File: src/rtl/dmem_arbiter_pkg.sv
// -----------------------------------------------------------------------------
// dmem_arbiter_pkg
//
// Purpose : Shared types and defaults for the data-memory arbiter that sits
//           between the CPU EX/MEM register and DataMemory. It holds the
//           owner-state encoding, the grant encoding, the default starvation
//           and lock limits, and a helper that maps a grant to the next owner
//           state.
//
// Contents:
//   STARVE_LIMIT_DEFAULT - contested cycles the CPU may win back to back
//   LOCK_MAX_DEFAULT     - locked DMA beats before the CPU gets one slot
//   arb_state_t          - owner of the previous cycle (IDLE/CPU/DMA/DMA_LOCK)
//   grant_t              - owner of the current cycle (NONE/CPU/DMA)
//   next_owner()         - next owner state from this cycle's grant
// -----------------------------------------------------------------------------
package dmem_arbiter_pkg;

  localparam int STARVE_LIMIT_DEFAULT = 4;
  localparam int LOCK_MAX_DEFAULT     = 8;

  // The state records who owned the memory in the previous cycle.
  typedef enum logic [1:0] {
    ST_IDLE     = 2'd0,
    ST_CPU      = 2'd1,
    ST_DMA      = 2'd2,
    ST_DMA_LOCK = 2'd3
  } arb_state_t;

  typedef enum logic [1:0] {
    GNT_NONE = 2'd0,
    GNT_CPU  = 2'd1,
    GNT_DMA  = 2'd2
  } grant_t;

  // A DMA grant with dma_lock set opens or continues a locked burst.
  function automatic arb_state_t next_owner(input grant_t gnt, input logic dma_lock);
    arb_state_t nxt;
    nxt = ST_IDLE;
    case (gnt)
      GNT_CPU: nxt = ST_CPU;
      GNT_DMA: nxt = dma_lock ? ST_DMA_LOCK : ST_DMA;
      default: nxt = ST_IDLE;
    endcase
    return nxt;
  endfunction

endpackage : dmem_arbiter_pkg

File: src/rtl/dmem_arbiter_if.sv
// -----------------------------------------------------------------------------
// dmem_arbiter_if
//
// Purpose : Bundles the CPU port, the DMA port and the DataMemory port of the
//           data-memory arbiter.
//
// Modports:
//   slave  - the arbiter: takes CPU/DMA requests and mem_rdata, drives the
//            grant/stall, read-data returns and the DataMemory controls.
//   master - the surrounding system (CPU, DMA engine, DataMemory model).
//
// Signals:
//   cpu_req/cpu_we/cpu_addr/cpu_wdata   CPU MEM-stage access
//   cpu_rdata/cpu_stall                 CPU load data (same cycle) and stall
//   dma_req/dma_we/dma_addr/dma_wdata   DMA access
//   dma_lock                            DMA asks for burst ownership
//   dma_gnt                             DMA granted this cycle
//   dma_rdata/dma_rvalid                registered DMA read return
//   mem_addr/mem_wdata/mem_read/mem_write  to DataMemory
//   mem_rdata                           combinational DataMemory read data
// -----------------------------------------------------------------------------
interface dmem_arbiter_if;

  logic        cpu_req;
  logic        cpu_we;
  logic [31:0] cpu_addr;
  logic [31:0] cpu_wdata;
  logic [31:0] cpu_rdata;
  logic        cpu_stall;

  logic        dma_req;
  logic        dma_we;
  logic [31:0] dma_addr;
  logic [31:0] dma_wdata;
  logic        dma_lock;
  logic        dma_gnt;
  logic [31:0] dma_rdata;
  logic        dma_rvalid;

  logic [31:0] mem_addr;
  logic [31:0] mem_wdata;
  logic        mem_read;
  logic        mem_write;
  logic [31:0] mem_rdata;

  modport slave (
    input  cpu_req, cpu_we, cpu_addr, cpu_wdata,
    output cpu_rdata, cpu_stall,
    input  dma_req, dma_we, dma_addr, dma_wdata, dma_lock,
    output dma_gnt, dma_rdata, dma_rvalid,
    output mem_addr, mem_wdata, mem_read, mem_write,
    input  mem_rdata
  );

  modport master (
    output cpu_req, cpu_we, cpu_addr, cpu_wdata,
    input  cpu_rdata, cpu_stall,
    output dma_req, dma_we, dma_addr, dma_wdata, dma_lock,
    input  dma_gnt, dma_rdata, dma_rvalid,
    input  mem_addr, mem_wdata, mem_read, mem_write,
    output mem_rdata
  );

endinterface : dmem_arbiter_if

File: src/rtl/dmem_arbiter.sv
// -----------------------------------------------------------------------------
// dmem_arbiter
//
// Purpose : Shares the single-port DataMemory between the CPU MEM stage and a
//           DMA/peripheral port. The grant is combinational so the CPU sees
//           its load data in the same cycle; a stalled CPU holds its request
//           (cpu_stall feeds the hazard unit). DMA read data comes back one
//           cycle after the grant through a register.
//
//           Arbitration order for each cycle:
//             1. an unfinished locked DMA burst keeps the memory;
//             2. when both ask, the CPU wins unless it has already won
//                STARVE_LIMIT contested cycles in a row;
//             3. a lone requester is granted.
//
// Parameters:
//   STARVE_LIMIT - contested CPU wins before DMA is forced through
//   LOCK_MAX     - locked DMA beats before the CPU is given one slot
//
// Ports:
//   sysclk - clock
//   reset  - asynchronous, active-high; all outputs read 0 while asserted
//   bus    - dmem_arbiter_if.slave (CPU, DMA and DataMemory signals)
// -----------------------------------------------------------------------------
module dmem_arbiter
  import dmem_arbiter_pkg::*;
#(
  parameter int STARVE_LIMIT = STARVE_LIMIT_DEFAULT,
  parameter int LOCK_MAX     = LOCK_MAX_DEFAULT
) (
  input  logic          sysclk,
  input  logic          reset,
  dmem_arbiter_if.slave bus
);

  localparam int STARVE_W = $clog2(STARVE_LIMIT + 1);
  localparam int LOCK_W   = $clog2(LOCK_MAX + 1);
  localparam logic [STARVE_W-1:0] STARVE_TOP = STARVE_W'(STARVE_LIMIT);
  localparam logic [LOCK_W-1:0]   LOCK_TOP   = LOCK_W'(LOCK_MAX);

  // ---------------------------------------------------------------------------
  // State
  // ---------------------------------------------------------------------------
  arb_state_t          r_state;
  logic [STARVE_W-1:0] r_starve_cnt;
  logic [LOCK_W-1:0]   r_lock_cnt;
  logic [31:0]         r_dma_rdata;
  logic                r_dma_rvalid;

  // ---------------------------------------------------------------------------
  // Grant decision
  // ---------------------------------------------------------------------------
  grant_t      w_grant;
  logic        w_both;
  logic        w_lock_hold;
  logic        w_gnt_cpu;
  logic        w_gnt_dma;
  logic        w_gnt_any;
  logic        w_gnt_we;
  logic        w_dma_read;
  logic [31:0] w_addr;
  logic [31:0] w_wdata;

  assign w_both      = bus.cpu_req & bus.dma_req;
  assign w_lock_hold = (r_state == ST_DMA_LOCK) && bus.dma_req && (r_lock_cnt < LOCK_TOP);

  always_comb begin
    // NOTE: every always_comb output gets a default before any branch, so no
    // path can leave it unassigned and infer a latch.
    w_grant = GNT_NONE;
    if (reset) begin
      // Grants are suppressed while reset is held, whatever the requests.
      w_grant = GNT_NONE;
    end else if (w_lock_hold) begin
      w_grant = GNT_DMA;
    end else if (w_both) begin
      w_grant = (r_starve_cnt == STARVE_TOP) ? GNT_DMA : GNT_CPU;
    end else if (bus.cpu_req) begin
      w_grant = GNT_CPU;
    end else if (bus.dma_req) begin
      w_grant = GNT_DMA;
    end
  end

  assign w_gnt_cpu  = (w_grant == GNT_CPU);
  assign w_gnt_dma  = (w_grant == GNT_DMA);
  assign w_gnt_any  = w_gnt_cpu | w_gnt_dma;
  assign w_dma_read = w_gnt_dma & ~bus.dma_we;

  // Steer the granted requester onto the memory port; all zero when idle.
  always_comb begin
    w_addr   = '0;
    w_wdata  = '0;
    w_gnt_we = 1'b0;
    case (w_grant)
      GNT_CPU: begin
        w_addr   = bus.cpu_addr;
        w_wdata  = bus.cpu_wdata;
        w_gnt_we = bus.cpu_we;
      end
      GNT_DMA: begin
        w_addr   = bus.dma_addr;
        w_wdata  = bus.dma_wdata;
        w_gnt_we = bus.dma_we;
      end
      default: ;
    endcase
  end

  // ---------------------------------------------------------------------------
  // Outputs
  // ---------------------------------------------------------------------------
  assign bus.mem_addr  = w_addr;
  assign bus.mem_wdata = w_wdata;
  assign bus.mem_read  = w_gnt_any & ~w_gnt_we;
  assign bus.mem_write = w_gnt_any &  w_gnt_we;

  assign bus.cpu_rdata = (w_gnt_cpu & ~bus.cpu_we) ? bus.mem_rdata : '0;
  // cpu_req alone would raise the stall during reset, so gate it explicitly.
  assign bus.cpu_stall = bus.cpu_req & ~w_gnt_cpu & ~reset;
  assign bus.dma_gnt   = w_gnt_dma;

  assign bus.dma_rdata  = r_dma_rdata;
  assign bus.dma_rvalid = r_dma_rvalid;

  // ---------------------------------------------------------------------------
  // Owner FSM, fairness counters and DMA read return
  // ---------------------------------------------------------------------------
  // NOTE: sequential state uses non-blocking assignments so every register
  // samples the pre-edge values, independent of statement order.
  always_ff @(posedge sysclk or posedge reset) begin
    if (reset) begin
      r_state      <= ST_IDLE;
      r_starve_cnt <= '0;
      r_lock_cnt   <= '0;
      r_dma_rdata  <= '0;
      r_dma_rvalid <= 1'b0;
    end else begin
      r_state <= next_owner(w_grant, bus.dma_lock);

      // Consecutive contested CPU wins, saturating at the limit.
      if (w_both && w_gnt_cpu) begin
        if (r_starve_cnt != STARVE_TOP) begin
          r_starve_cnt <= r_starve_cnt + 1'b1;
        end
      end else if (w_gnt_dma || !bus.dma_req) begin
        r_starve_cnt <= '0;
      end

      // Beats of the current locked burst. The opening beat counts, so a
      // burst is cut after exactly LOCK_MAX beats if the CPU is waiting; with
      // no CPU request the count sits at LOCK_MAX and the burst carries on.
      if (w_gnt_dma && bus.dma_lock) begin
        if (r_lock_cnt != LOCK_TOP) begin
          r_lock_cnt <= r_lock_cnt + 1'b1;
        end
      end else begin
        r_lock_cnt <= '0;
      end

      // DMA read data is captured on the grant edge; rvalid is a 1-cycle pulse.
      r_dma_rvalid <= w_dma_read;
      if (w_dma_read) begin
        r_dma_rdata <= bus.mem_rdata;
      end
    end
  end

endmodule : dmem_arbiter

File: src/flat_wrapper.sv
// flat-port wrapper written by rule: the top's interface ports become plain ports
module dmem_arbiter_flat import dmem_arbiter_pkg::*;
#(
  parameter int STARVE_LIMIT = STARVE_LIMIT_DEFAULT,
  parameter int LOCK_MAX     = LOCK_MAX_DEFAULT
)
  (sysclk, reset, bus_cpu_req, bus_cpu_we, bus_cpu_addr, bus_cpu_wdata, bus_cpu_rdata, bus_cpu_stall, bus_dma_req, bus_dma_we, bus_dma_addr, bus_dma_wdata, bus_dma_lock, bus_dma_gnt, bus_dma_rdata, bus_dma_rvalid, bus_mem_addr, bus_mem_wdata, bus_mem_read, bus_mem_write, bus_mem_rdata);
  dmem_arbiter_if bus_i ();
  input  logic sysclk;
  input  logic reset;
  input wire logic [$bits(bus_i.cpu_req)-1:0] bus_cpu_req;
  input wire logic [$bits(bus_i.cpu_we)-1:0] bus_cpu_we;
  input wire logic [$bits(bus_i.cpu_addr)-1:0] bus_cpu_addr;
  input wire logic [$bits(bus_i.cpu_wdata)-1:0] bus_cpu_wdata;
  output wire logic [$bits(bus_i.cpu_rdata)-1:0] bus_cpu_rdata;
  output wire logic [$bits(bus_i.cpu_stall)-1:0] bus_cpu_stall;
  input wire logic [$bits(bus_i.dma_req)-1:0] bus_dma_req;
  input wire logic [$bits(bus_i.dma_we)-1:0] bus_dma_we;
  input wire logic [$bits(bus_i.dma_addr)-1:0] bus_dma_addr;
  input wire logic [$bits(bus_i.dma_wdata)-1:0] bus_dma_wdata;
  input wire logic [$bits(bus_i.dma_lock)-1:0] bus_dma_lock;
  output wire logic [$bits(bus_i.dma_gnt)-1:0] bus_dma_gnt;
  output wire logic [$bits(bus_i.dma_rdata)-1:0] bus_dma_rdata;
  output wire logic [$bits(bus_i.dma_rvalid)-1:0] bus_dma_rvalid;
  output wire logic [$bits(bus_i.mem_addr)-1:0] bus_mem_addr;
  output wire logic [$bits(bus_i.mem_wdata)-1:0] bus_mem_wdata;
  output wire logic [$bits(bus_i.mem_read)-1:0] bus_mem_read;
  output wire logic [$bits(bus_i.mem_write)-1:0] bus_mem_write;
  input wire logic [$bits(bus_i.mem_rdata)-1:0] bus_mem_rdata;
  assign bus_i.cpu_req = bus_cpu_req;
  assign bus_i.cpu_we = bus_cpu_we;
  assign bus_i.cpu_addr = bus_cpu_addr;
  assign bus_i.cpu_wdata = bus_cpu_wdata;
  assign bus_cpu_rdata = bus_i.cpu_rdata;
  assign bus_cpu_stall = bus_i.cpu_stall;
  assign bus_i.dma_req = bus_dma_req;
  assign bus_i.dma_we = bus_dma_we;
  assign bus_i.dma_addr = bus_dma_addr;
  assign bus_i.dma_wdata = bus_dma_wdata;
  assign bus_i.dma_lock = bus_dma_lock;
  assign bus_dma_gnt = bus_i.dma_gnt;
  assign bus_dma_rdata = bus_i.dma_rdata;
  assign bus_dma_rvalid = bus_i.dma_rvalid;
  assign bus_mem_addr = bus_i.mem_addr;
  assign bus_mem_wdata = bus_i.mem_wdata;
  assign bus_mem_read = bus_i.mem_read;
  assign bus_mem_write = bus_i.mem_write;
  assign bus_i.mem_rdata = bus_mem_rdata;
  dmem_arbiter #(.STARVE_LIMIT(STARVE_LIMIT), .LOCK_MAX(LOCK_MAX)) u_core (.sysclk(sysclk), .reset(reset), .bus(bus_i));
endmodule
File: config.mk
export PLATFORM = sky130hd
export DESIGN_NAME = dmem_arbiter_flat
export DESIGN_NICKNAME = d
export VERILOG_FILES = /design/src/rtl/dmem_arbiter_pkg.sv /design/src/rtl/dmem_arbiter_if.sv /design/src/rtl/dmem_arbiter.sv /design/src/flat_wrapper.sv
export SDC_FILE = /design/constraint.sdc
export NUM_CORES = 1
export LEC_CHECK = 0
export ABC_AREA = 1
export ABC_CLOCK_PERIOD_IN_PS = 3400
export BUFFER_PORTS_ARGS = -buffer_cell sky130_fd_sc_hd__buf_2
export CAP_MARGIN = 20
export CORE_AREA = 2 2 117 119
export DETAILED_ROUTE_END_ITERATION = 7
export DIE_AREA = 0 0 119 121
export PLACE_DENSITY = 0.59
export SYNTH_ARGS = -nofsm -noshare
export SYNTH_HDL_FRONTEND = slang
export SYNTH_SLANG_ARGS = --single-unit
File: constraint.sdc
create_clock -name sysclk -period 3.4 [get_ports sysclk]
set_clock_uncertainty 0.1 [all_clocks]
set_input_delay 0.34 -clock sysclk [delete_from_list [all_inputs] [get_ports sysclk]]
set_output_delay 0.34 -clock sysclk [all_outputs]
set_load 0.01 [all_outputs]
==> results by group <==
Die
  – Row Count: 42
  – Die ar.: 14400 um2
  – Die height: 121 um
  – Initial core utilization: 0.222
  – IO Pins: 300
  – Die width: 119 um
  – CORE AREA: 13100 um2

Routing
  – Detailed Route Iter0 Violations: 166
  – Routed Antenna Nets: 0
  – Vias/cell: 4.24
  – DRC viols: 0
  – Via count: 3944
  – DR pass1 iterations: 4
  – Avg WL per Cell: 13.0 um
  – Total Routed Length: 12100 um

Worst setup path
  – Critical Path RT: 2.96 ns
  – Crit-path max FO: 67
  – Worst R2R Path Depth: 12
  – Crit path DAT: 2.68 ns
  – Crit. End Element: output port
  – Setup crit start kind: flop
  – Crit Path Category: reg2out

Global routing
  – Gr usage total: 0.165
  – Largest net degree at the start of global routing: 68
  – Initial antenna violation count: 2
  – Total gr overflow: 0
  – Vias in the first global route: 3695
  – Global-route wire length before repair: 18900 um

STA
  – Slew Limit Fails: 0
  – RSZ-0062 raised after global routing: no
  – Setup TNS: 0 ns
  – Worst relative slew slack: 0.552
  – F_max: 320 MHz
  – Worst-margin pin slew: 0.672 ns
  – Hold WS: 0.127 ns
  – Tmin final: 3.12 ns
  – Tcrit/Tclk final: 0.918
  – Hold Vio Cnt, Final: 0
  – Fin worst setup slack: 0.279 ns
  – Final setup vio count: 0

Power
  – Combinational share of power: 0.310
  – Clock network power share: 0.303
  – Sw Ratio: 0.323
  – Pwr dens: 340 nW/um2
  – P_sw: 520 uW
  – Worst VDD drop: 172 uV
  – Flop pwr share: 0.387
  – Power Internal: 1.09 mW
  – Leakage: 2.75 nW

Placement
  – Placed wire-length estimate: 9700 um
  – Gpl congestion: 0.808
  – I/O Buffers: 299
  – Placed cell areas: 4550 um2
  – Placement Setup Slack: 0.507 ns

Synth
  – Library cells used by synthesis: 18
  – Post-synthesis area per instance: 6.17 um2
  – Syn_nets: 645
  – YS warnings: 0
  – Seq/Total Area, Yosys: 0.362
  – Cell area after synthesis: 2910 um2
  – Yosys reg bits: 42
  – Mapped Cells: 471

Clock network
  – Clk_lat worst skew: 0.28 ns
  – Bufs on Longest Clock Path: 2
  – Post-CTS Setup Inserts: 0
  – CTS tree: done
  – Cts bufs inserted: 5
  – Clock net sink count: 42
  – CTS H-Tree Depth: 2
  – Clock-pin slew on the worst setup and hold paths: 0.06 ns
  – Clk root buf: clkbuf_16

Finish
  – Most frequent cells in the layout: buf_2 (299), nand2_1 (181), a21oi_1 (66), inv_1 (46), nor2_1 (43)
  – Diode count: 0
  – Layout cells sized above 1: 0.422
  – Commonest non-fill, non-tap cell in the layout: buf_2
  – Final Util: 0.362
  – Final Cell Area: 4740 um2
  – Nets@finish: 927
  – Synth-to-Final Area Change: 63.0%

Hold path
  – Class of the worst hold path: in2async

Job
  – Number of max-cap violations: 0

Status
  – Outcome: finished clean
cell usage after synthesis:
master	count	share of area
buf_1	3	0.0039
nor2_1	43	0.056
xnor2_1	1	0.0030
o21ai_0	35	0.060
nand3_1	8	0.014
dfrtp_1	42	0.36
ha_1	7	0.030
nand2_1	182	0.24
xor2_1	1	0.0030
a21boi_0	1	0.0026
inv_1	47	0.061
or2_1	1	0.0022
inv_2	1	0.0013
nand4_1	2	0.0043
clkbuf_1	14	0.018
o211ai_1	2	0.0052
buf_2	15	0.026
a21oi_1	66	0.11
per-stage QoR:
step                instances  power, mW
global placement          920       1.13
CTS                       929       1.63
global route              930       1.73
detailed placement        920       1.13
floorplan                 471      0.865
finish                    930       1.61
sequential cells by signal, summed over array words and instances (netlist names):
signal,cells
u_core.bus.dma_rdata,32
u_core.r_lock_cnt,4
u_core.r_starve_cnt,3
u_core.r_state,2
u_core.bus.dma_rvalid,1
final timing paths:
| check | start | to | slack [ns] |
|---|---|---|---|
| min in group sysclk | bus_mem_rdata[18] | u_core.bus.dma_rdata[18]$_DFFE_PP0P_ | 0.23 |
| max in group asynchronous | reset | u_core.bus.dma_rdata[19]$_DFFE_PP0P_ | 2.37 |
| worst max register to register | u_core.r_starve_cnt[0]$_DFFE_PP0P_ | u_core.r_starve_cnt[2]$_DFFE_PP0P_ | 0.86 |
| worst max-delay path | u_core.r_starve_cnt[0]$_DFFE_PP0P_ | bus_mem_addr[29] | 0.28 |
| worst min-delay path | reset | u_core.bus.dma_rdata[23]$_DFFE_PP0P_ | 0.13 |
| worst min register to register | u_core.bus.dma_rdata[28]$_DFFE_PP0P_ | u_core.bus.dma_rdata[28]$_DFFE_PP0P_ | 0.38 |
worst max-delay path, stage by stage (launching register included):
cell	delay, ns
dfrtp_1	0.37
inv_1	0.07
ha_1	0.23
nand2_1	0.08
a21boi_0	0.10
o21ai_0	0.20
ha_2	0.23
buf_4	0.52
nand2_1	0.15
a21oi_1	0.23
buf_2	0.17
metal layers:
layer | vias to the layer above | track usage | routed length [um]
li1 | 2031 | - | -
met1 | 1664 | 0.191 | 4840
met2 | 220 | 0.276 | 5540
met3 | 27 | 0.0573 | 1300
met4 | 2 | 0.0714 | 441
met5 | - | 0 | 13
cell families (layout without fill, tap and decap cells):
logic type / count (synthesis) / count (layout) / share of synthesized area
simple gates: 236 / 236 / 0.311
xor+xnor: 2 / 2 / 0.00603
flops: 42 / 42 / 0.362
compound gates: 104 / 104 / 0.182
fa+ha+maj: 7 / 7 / 0.0301
buf+inv: 80 / 363 / 0.110
area by class of cell:
class | count | area [um2]
Clock buffer | 6 | 139
Multi-Input combinational cell | 349 | 1540
Fill cell | 1463 | 8350
Timing Repair Buffer | 307 | 1590
Inverter | 48 | 180
Sequential cell | 42 | 1050
Tap cell | 176 | 220
Clock inverter | 2 | 12.5
repair_timing:
action	4_1_cts	5_1_grt
endpoints found under the hold margin	9	0
gates resized for setup	0	0
hold buffers	1	0
setup endpoints to repair	0	0
power groups by stage:
stage                     combinational (mW)  clock [mW]  sequential (mW)
after floorplan                        0.190           0            0.675
after global placement                 0.505           0            0.628
after detailed placement               0.502           0            0.631
after CTS                              0.505       0.508            0.622
after global routing                   0.563       0.536            0.633
final                                  0.499       0.488            0.622
Power figures use the tool's default switching activity.
